File: config.mk
export PLATFORM = sky130hd
export DESIGN_NAME = serial_digit_adder_flat
export DESIGN_NICKNAME = d
export VERILOG_FILES = /design/src/rtl/serial_adder_pkg.sv /design/src/rtl/serial_digit_adder_if.sv /design/src/rtl/adder_slice.sv /design/src/rtl/serial_digit_adder.sv /design/src/flat_wrapper.sv
export SDC_FILE = /design/constraint.sdc
export NUM_CORES = 1
export LEC_CHECK = 0
export CORE_ASPECT_RATIO = 1.1
export CORE_UTILIZATION = 60
export DETAILED_ROUTE_END_ITERATION = 10
export DONT_BUFFER_PORTS = 1
export PLACE_DENSITY = 0.82
export RECOVER_POWER = 100
export SETUP_SLACK_MARGIN = 0.1
export SYNTH_ARGS = -nofsm -noshare
export SYNTH_HDL_FRONTEND = slang
export SYNTH_SLANG_ARGS = --single-unit
File: constraint.sdc
create_clock -name clk -period 4.42 [get_ports clk]
set_clock_uncertainty 0.05 [all_clocks]
set_input_delay 0.221 -clock clk [delete_from_list [all_inputs] [get_ports clk]]
set_output_delay 0.221 -clock clk [all_outputs]
set_load 0.01 [all_outputs]
File: src/rtl/serial_adder_pkg.sv
// Shared constants and elaboration helpers for the digit-serial adder.
// Exports: state encodings, digit-count / counter-width functions,
// parameter legality check.
package serial_adder_pkg;

    typedef logic [1:0] state_t;

    // State encodings of the serial adder FSM.
    localparam state_t IDLE = 2'd0;
    localparam state_t RUN  = 2'd1;
    localparam state_t DONE = 2'd2;

    // Number of digits in one operand; zero for an illegal DIGIT.
    function automatic int unsigned calc_ndig(input int unsigned width, input int unsigned digit);
        if (digit == 0) return 0;
        return width / digit;
    endfunction

    // Digit counter width, never below one bit.
    function automatic int unsigned calc_cnt_width(input int unsigned ndig);
        if (ndig <= 1) return 1;
        return $clog2(ndig);
    endfunction

    // WIDTH must be a positive multiple of a positive DIGIT.
    function automatic bit params_legal(input int unsigned width, input int unsigned digit);
        if (digit == 0) return 1'b0;
        if (width < digit) return 1'b0;
        return (width % digit) == 0;
    endfunction

endpackage

File: src/rtl/serial_digit_adder_if.sv
// Handshake bus of the digit-serial adder.
// Input side: in_valid/in_ready with operands a, b, cin, sub.
// Output side: out_valid/out_ready with result sum, cout, ovf.
// master = producer/consumer environment, slave = adder.
interface serial_digit_adder_if #(
    parameter int unsigned WIDTH = 16
);
    logic             in_valid;
    logic             in_ready;
    logic [WIDTH-1:0] a;
    logic [WIDTH-1:0] b;
    logic             cin;
    logic             sub;
    logic             out_valid;
    logic             out_ready;
    logic [WIDTH-1:0] sum;
    logic             cout;
    logic             ovf;

    modport master (
        output in_valid, a, b, cin, sub, out_ready,
        input  in_ready, out_valid, sum, cout, ovf
    );

    modport slave (
        input  in_valid, a, b, cin, sub, out_ready,
        output in_ready, out_valid, sum, cout, ovf
    );
endinterface

File: src/rtl/adder_slice.sv
// Combinational DIGIT-bit ripple-carry adder slice.
// Ports: x, y operands; ci carry in; s sum; co carry out of the top bit;
// c_msb_in carry into the top bit (for signed overflow).
module adder_slice #(
    parameter int unsigned DIGIT = 4
) (
    input  logic [DIGIT-1:0] x,
    input  logic [DIGIT-1:0] y,
    input  logic             ci,
    output logic [DIGIT-1:0] s,
    output logic             co,
    output logic             c_msb_in
);

    logic [DIGIT:0] c;

    // Bitwise ripple: c[i] is the carry into bit i.
    always_comb begin
        c    = '0;
        s    = '0;
        c[0] = ci;
        for (int i = 0; i < int'(DIGIT); i++) begin
            s[i]   = x[i] ^ y[i] ^ c[i];
            c[i+1] = (x[i] & y[i]) | (c[i] & (x[i] ^ y[i]));
        end
        co       = c[DIGIT];
        c_msb_in = c[DIGIT-1];
    end

endmodule

File: src/rtl/serial_digit_adder.sv
// Digit-serial add/subtract unit: WIDTH-bit operands processed DIGIT bits
// per clock, least significant digit first, through one shared slice.
// Ports: clk, rst_n (synchronous, active-low), bus (slave side of the
// valid/ready operand and result handshake).
module serial_digit_adder
    import serial_adder_pkg::*;
#(
    parameter int unsigned WIDTH = 16,
    parameter int unsigned DIGIT = 4
) (
    input  logic                 clk,
    input  logic                 rst_n,
    serial_digit_adder_if.slave  bus
);

    localparam int unsigned NDIG = calc_ndig(WIDTH, DIGIT);
    localparam int unsigned CW   = calc_cnt_width(NDIG);

    if (!params_legal(WIDTH, DIGIT)) begin : g_bad_params
        $error("serial_digit_adder: WIDTH must be a positive multiple of DIGIT");
    end

    state_t           state_q, state_d;
    logic [CW-1:0]    cnt_q, cnt_d;
    logic [WIDTH-1:0] a_q, a_d;
    logic [WIDTH-1:0] b_q, b_d;
    logic             carry_q, carry_d;
    logic [WIDTH-1:0] acc_q, acc_d;
    logic [WIDTH-1:0] sum_q, sum_d;
    logic             cout_q, cout_d;
    logic             ovf_q, ovf_d;
    logic             in_ready_q, in_ready_d;
    logic             out_valid_q, out_valid_d;

    logic [DIGIT-1:0] slice_s;
    logic             slice_co;
    logic             slice_c_msb;

    // Operands shift right each digit, so the slice always sees the low digit.
    adder_slice #(.DIGIT(DIGIT)) u_slice (
        .x        (DIGIT'(a_q)),
        .y        (DIGIT'(b_q)),
        .ci       (carry_q),
        .s        (slice_s),
        .co       (slice_co),
        .c_msb_in (slice_c_msb)
    );

    // Next-state and datapath update.
    always_comb begin
        state_d = state_q;
        cnt_d   = cnt_q;
        a_d     = a_q;
        b_d     = b_q;
        carry_d = carry_q;
        acc_d   = acc_q;
        sum_d   = sum_q;
        cout_d  = cout_q;
        ovf_d   = ovf_q;

        case (state_q)
            IDLE: begin
                if (bus.in_valid && in_ready_q) begin
                    // Subtraction folds into addition of ~b with inverted carry.
                    state_d = RUN;
                    a_d     = bus.a;
                    b_d     = bus.b ^ {WIDTH{bus.sub}};
                    carry_d = bus.cin ^ bus.sub;
                    cnt_d   = '0;
                    acc_d   = '0;
                end
            end
            RUN: begin
                // New digit enters at the top; after NDIG digits it sits at bit 0.
                a_d     = a_q >> DIGIT;
                b_d     = b_q >> DIGIT;
                carry_d = slice_co;
                acc_d   = (acc_q >> DIGIT) | (WIDTH'(slice_s) << (WIDTH - DIGIT));
                cnt_d   = cnt_q + CW'(1);
                if (cnt_q == CW'(NDIG - 1)) begin
                    state_d = DONE;
                    cnt_d   = cnt_q;
                    sum_d   = acc_d;
                    cout_d  = slice_co;
                    ovf_d   = slice_c_msb ^ slice_co;
                end
            end
            DONE: begin
                if (bus.out_ready) state_d = IDLE;
            end
            default: state_d = IDLE;
        endcase

        in_ready_d  = (state_d == IDLE);
        out_valid_d = (state_d == DONE);
    end

    // State and output registers.
    always_ff @(posedge clk) begin
        if (!rst_n) begin
            state_q     <= IDLE;
            cnt_q       <= '0;
            a_q         <= '0;
            b_q         <= '0;
            carry_q     <= 1'b0;
            acc_q       <= '0;
            sum_q       <= '0;
            cout_q      <= 1'b0;
            ovf_q       <= 1'b0;
            in_ready_q  <= 1'b0;
            out_valid_q <= 1'b0;
        end else begin
            state_q     <= state_d;
            cnt_q       <= cnt_d;
            a_q         <= a_d;
            b_q         <= b_d;
            carry_q     <= carry_d;
            acc_q       <= acc_d;
            sum_q       <= sum_d;
            cout_q      <= cout_d;
            ovf_q       <= ovf_d;
            in_ready_q  <= in_ready_d;
            out_valid_q <= out_valid_d;
        end
    end

    assign bus.in_ready  = in_ready_q;
    assign bus.out_valid = out_valid_q;
    assign bus.sum       = sum_q;
    assign bus.cout      = cout_q;
    assign bus.ovf       = ovf_q;

endmodule
File: src/flat_wrapper.sv
// flat-port wrapper written by rule: the top's interface ports become plain ports
module serial_digit_adder_flat import serial_adder_pkg::*;
#(
    parameter int unsigned WIDTH = 16,
    parameter int unsigned DIGIT = 4
)
  (clk, rst_n, bus_in_valid, bus_a, bus_b, bus_cin, bus_sub, bus_out_ready, bus_in_ready, bus_out_valid, bus_sum, bus_cout, bus_ovf);
  serial_digit_adder_if #(.WIDTH(WIDTH)) bus_i ();
  input  logic clk;
  input  logic rst_n;
  input wire logic [$bits(bus_i.in_valid)-1:0] bus_in_valid;
  input wire logic [$bits(bus_i.a)-1:0] bus_a;
  input wire logic [$bits(bus_i.b)-1:0] bus_b;
  input wire logic [$bits(bus_i.cin)-1:0] bus_cin;
  input wire logic [$bits(bus_i.sub)-1:0] bus_sub;
  input wire logic [$bits(bus_i.out_ready)-1:0] bus_out_ready;
  output wire logic [$bits(bus_i.in_ready)-1:0] bus_in_ready;
  output wire logic [$bits(bus_i.out_valid)-1:0] bus_out_valid;
  output wire logic [$bits(bus_i.sum)-1:0] bus_sum;
  output wire logic [$bits(bus_i.cout)-1:0] bus_cout;
  output wire logic [$bits(bus_i.ovf)-1:0] bus_ovf;
  assign bus_i.in_valid = bus_in_valid;
  assign bus_i.a = bus_a;
  assign bus_i.b = bus_b;
  assign bus_i.cin = bus_cin;
  assign bus_i.sub = bus_sub;
  assign bus_i.out_ready = bus_out_ready;
  assign bus_in_ready = bus_i.in_ready;
  assign bus_out_valid = bus_i.out_valid;
  assign bus_sum = bus_i.sum;
  assign bus_cout = bus_i.cout;
  assign bus_ovf = bus_i.ovf;
  serial_digit_adder #(.WIDTH(WIDTH), .DIGIT(DIGIT)) u_core (.clk(clk), .rst_n(rst_n), .bus(bus_i));
endmodule
======== Yosys cells after proc, flatten, opt, wreduce, memory -nomap -nowiden ========
Cells that the tools add are included.
cells by class
  add/subtract/negate cells ............... 1
  bitwise gates (word level) .............. 24
  equal/unequal tests ..................... 6
  reduce and logical (&&, ||, !) cells .... 7
  multiplexer cells ....................... 15
operators with widths
  kind                 number
  $pmux 16 s2          3
  $mux 16              3
  $or 12x16->16        1
  $xor 16x16->16       1
  $mux 2               5
  $xor 1x1->1          10
  $and 1x1->1          8
  $eq 2x2->1 const B   3
  $pmux 2 s3           1
  $logic_not 2->1      2
  $or 1x1->1           4
  $pmux 2 s2           1
  $reduce_and 2->1     2
  $reduce_and 3->1     1
  $add 2x1->2 const B  1
  $eq 2x1->1 const B   1
  $ne 2x1->1 const B   1
  $ne 2x2->1 const B   1
  $pmux 1 s2           1
  $reduce_bool 2->1    1
  $logic_and 1x1->1    1
  $mux 1               1
storage, ports and cells
  register bits ........................... 73
  word-level logic and storage cells ...... 64
  input bits .............................. 38
  output and inout port bits .............. 20

======== Longest topological paths before layout ========
  word-level depth ........................ 10
  gate-level depth with buffers ........... 11
  gate-level depth less buffers ........... 11

======== Hierarchy ========
From an unflattened synthesis, not the netlist that was laid out.
unflattened totals
  cells, all modules ...................... 330
  area total of the unflattened synthesis .. 3194.3 sq um
modules (own cells, without submodules)
  module              cells an instance  area an instance (sq um)  seq. area each (sq um)  instances
  serial_digit_adder  318                3084.2                    1381.3                  1
  adder_slice         12                 110.1                     0.0                     1

======== Worst setup path after synthesis ========
OpenSTA, ideal clock, no wires.
  kind .................................... register to register
  start ................................... reg u_core.carry_q
  end ..................................... reg u_core.acc_q[15]
  arrival time ............................ 2159 ps
  setup slack ............................. 2094 ps
  stages on the path, launching flop included .. 10
  clock period less this slack ............ 2326 ps
  setup time .............................. 117 ps
  data required time ...................... 4253 ps
  path buffers ............................ 0
  cells stage by stage .................... dfxtp_1 > inv_1 > fa_1 > inv_1 > fa_1 > inv_1 > fa_1 > inv_1 > fa_1 > a22o_1
between the ends
  longest elaborated chain between the ends .. 9
RTL lines
  element                      line                       RTL
  start: declaration           serial_digit_adder.sv:27   logic carry_q, carry_d;
  start signal: assignment     serial_digit_adder.sv:117  carry_q <= carry_d;
  $and 1x1->1                  adder_slice.sv:24          c[i+1] = (x[i] & y[i]) | (c[i] & (x[i] ^ y[i]));
  $or 1x1->1                   adder_slice.sv:24
  $and 1x1->1                  adder_slice.sv:24
  $or 1x1->1                   adder_slice.sv:24
  $and 1x1->1                  adder_slice.sv:24
  $or 1x1->1                   adder_slice.sv:24
  $xor 1x1->1                  adder_slice.sv:23          s[i] = x[i] ^ y[i] ^ c[i];
  named net u_core.slice_s[3]  serial_digit_adder.sv:35   logic [DIGIT-1:0] slice_s;
  $or 12x16->16                serial_digit_adder.sv:78   acc_d = (acc_q >> DIGIT) | (WIDTH'(slice_s) << (WIDTH - DIGIT));
  $pmux 16 s2                  serial_digit_adder.sv:61   case (state_q)
  end signal: assignment       serial_digit_adder.sv:106  acc_q <= '0;
  end signal: assignment       serial_digit_adder.sv:118  acc_q <= acc_d;
  end: declaration             serial_digit_adder.sv:28   logic [WIDTH-1:0] acc_q, acc_d;
The timed path passes the listed nets, and every way through them passes these cells.
A chain may end at the register's enable or synchronous reset.

======== Worst setup path in the final report ========
Ends and elaborated chain as after synthesis.

==> impl_metrics.ini <==
[floorplanning]
io_pins = 58
start_util_pct = 64.57
dieArea_mm2 = 0.005026
die_w_um = 67.69
die_y_um = 74.26
coreArea_mm2 = 0.004410
num_rows = 25

[setup_path]
max_stage_delay_ps = 450
worstPathMaxFanout = 2
required_ps = 4610
crit_type = register to register
setup.worst_path.end_class = register
path_cells = inv_1, fa_1, inv_1, fa_1, inv_1, fa_1, inv_1, fa_1, a22o_1
cp-start-kind = register
crit_slowest_cell = fa_1
crit_family = adder cells
crit_buf_inv = 4
cp_data_arrival_time_ps = 2640

[clock_network]
clock_sinks = 69
clk_pin_slew_ps = 70
cts_tree = built
clock_path_buffers = 2
clkLatencyLatePin_ps = 340
cts_buffers = 9
htree_levels = 3
root_buffer = clkbuf_8
cts_resized = 0

[logic_synthesis]
synthCells = 308
synth-seq-cells = 69
synth_cell_types = 37
syn_area_mm2 = 0.002848
async_flop_share_pct = 0
synth_edf_count = 0
yosysWarnings = 0
synth-main-ff-cell = dfxtp_1
syn_nets = 351
synth.avg_cell_area_um2 = 9.246
yosysSeqAreaShare_pct = 48.51

[power_and_ir_drop]
clkPwrFrac_pct = 35.0
seqPwrFrac_pct = 54.7
p_leak_nw = 1.072
swShare_pct = 26.02
intPower_uw = 906.9
ir_drop_uv = 256.0
combPwrFrac_pct = 10.3
power_density_mw_per_mm2 = 397.6
switching_power_uw = 318.9

[route]
antenna_left = 0
wirelength_um = 5627
wl_per_cell_um = 15.05
first_iter_violations = 168
first_pass_iters = 4
num_vias = 2183
via_per_inst = 5.837
drc = 0

[timing]
slew_viol_final = 0
hold_viol = 0
layout_setup_ws_ps = 1966
fmax_ghz = 0.4075
worst_pin_slew_ps = 1043
slew_headroom_pct = 30.49
finalSetupViolCount = 0
rsz0062_at_grt = false
fin_crit_ps = 2454
setup_tns_ps = 0
period_share_pct = 55.53

[placed_design]
io_buffers = 0
place_hpwl_um = 3507
dp_slack_ps = 1988
globalplace.congestion = 0.7552

[grt]
grt_pass1_vias = 1973
grtUsageTotal_pct = 25.43
use_met3_pct = 8.436
gr-usage-met1_pct = 32.59
met2_usage_pct = 36.85
antenna_found_initial = 0
grt_max_degree = 38
gr-total-overflow = 0
top_usage_layer = met2
grt_pass1_wl_um = 9204

[finish]
final_common_cell = dfxtp_1
layout_common_cells = dfxtp_1, nand2_1, a21oi_1
drive_gt1_share_pct = 5.938
syn_to_final_growth_pct = 8.260
utilization_pct = 69.90
antenna_cells = 0
nNetsFinal = 358

[flow_run]
cap_violations = 0

[worst_hold_path]
hold_class = input port to register

[status]
status = completed
-- per-layer routing --
metal | routed length (um) | vias up
met5 | 0 | -
met1 | 2493 | 1012
met4 | 92 | 0
met2 | 2635 | 75
li1 | - | 1086
met3 | 406 | 10
-- registers in the layout, indices dropped and copies added (netlist names) --
name,count
u_core.b_q,16
u_core.bus.ovf,1
u_core.bus.out_valid,1
u_core.bus.in_ready,1
u_core.carry_q,1
u_core.bus.sum,16
u_core.cnt_q,2
u_core.bus.cout,1
u_core.state_q,2
u_core.acc_q,12
u_core.a_q,16
-- power groups by stage --
stage	Sequential, mW	Combinational [mW]	Clock [mW]
after floorplan	0.678	0.111	0
after global placement	0.682	0.111	0
after detailed placement	0.684	0.115	0
after CTS	0.670	0.128	0.437
after global routing	0.674	0.141	0.466
final	0.670	0.127	0.429
-- cells in the mapped netlist, types with 2 or more instances --
library cell	number	area [um^2]
fa_1	4	80.08
buf_8	2	30.03
a21oi_1	25	125.1
a22o_1	10	87.58
a211oi_2	2	25.02
o2bb2ai_1	2	17.52
a221o_1	10	100.1
a22oi_1	2	15.01
buf_6	2	22.52
nand2_1	66	247.7
dfxtp_1	69	1381
inv_1	8	30.03
o21ai_0	15	75.07
a31oi_1	12	75.07
buf_2	12	60.06
xor2_1	2	17.52
o211ai_1	2	15.01
nor2_1	11	41.29
nand3b_1	2	15.01
xnor2_1	16	140.1
buf_4	4	30.03
clkbuf_1	2	7.510
nor3_1	11	55.05
a211oi_1	4	30.03
-- cell families (layout without fill, tap and decap cells) --
| logic type | after synthesis | after routing | share of synthesized area (%) |
|---|---|---|---|
| AND/OR/NAND/NOR | 99 | 99 | 15.73 |
| buffers and inverters | 31 | 43 | 6.459 |
| AO/OA/AOI/OAI | 86 | 86 | 20.52 |
| flip-flops | 69 | 69 | 48.51 |
| adder cells (fa/ha/maj) | 5 | 5 | 3.251 |
| XOR/XNOR | 18 | 18 | 5.536 |
-- stage by stage --
step / cell area (um^2) / hold WS, ps / power (mW) / instances
3_5_place_dp: 2780 / 313.6 / 0.7985 / 342
2_1_floorplan: 2848 / 307.0 / 0.7884 / 308
5_1_grt: 3083 / 8.451 / 1.281 / 374
6_report: 3083 / 13.54 / 1.226 / 374
3_3_place_gp: 2780 / 311.3 / 0.7933 / 342
4_1_cts: 3099 / 5.199 / 1.235 / 374
-- worst paths after layout --
path	from	to	slack [ps]	cells after the start
min reg2reg	u_core.a_q[13]$_SDFFE_PN0P_	u_core.a_q[13]$_SDFFE_PN0P_	410	2
min	bus_a[0]	u_core.a_q[0]$_SDFFE_PN0P_	10	2
max	u_core.carry_q$_SDFFE_PN0P_	u_core.acc_q[15]$_SDFFE_PN0P_	1970	9
max reg2reg	u_core.carry_q$_SDFFE_PN0P_	u_core.acc_q[15]$_SDFFE_PN0P_	1970	9
-- worst register-to-register path: cells and delay by family (launching register included) --
kind / cells / cell delay [ps]
buffers and inverters: 4 / 300
AO/OA/AOI/OAI: 1 / 220
flip-flops: 1 / 320
adder cells (fa/ha/maj): 4 / 1450
-- what timing repair did --
action / in CTS / in global routing
hold buffers: 16 / 0
hold endpoints to repair: 19 / 0
setup buffers: 0 / 0
-- layout make-up --
class	instances	area (um^2)
Sequential cell	69	1381
Fill cell	363	1328
Multi-Input combinational cell	208	1266
Timing Repair Buffer	18	175.2
Clock buffer	11	131.4
Tap cell	54	67.56
Inverter	9	33.78
Clock inverter	5	27.53
Power figures use the tool's default switching activity.
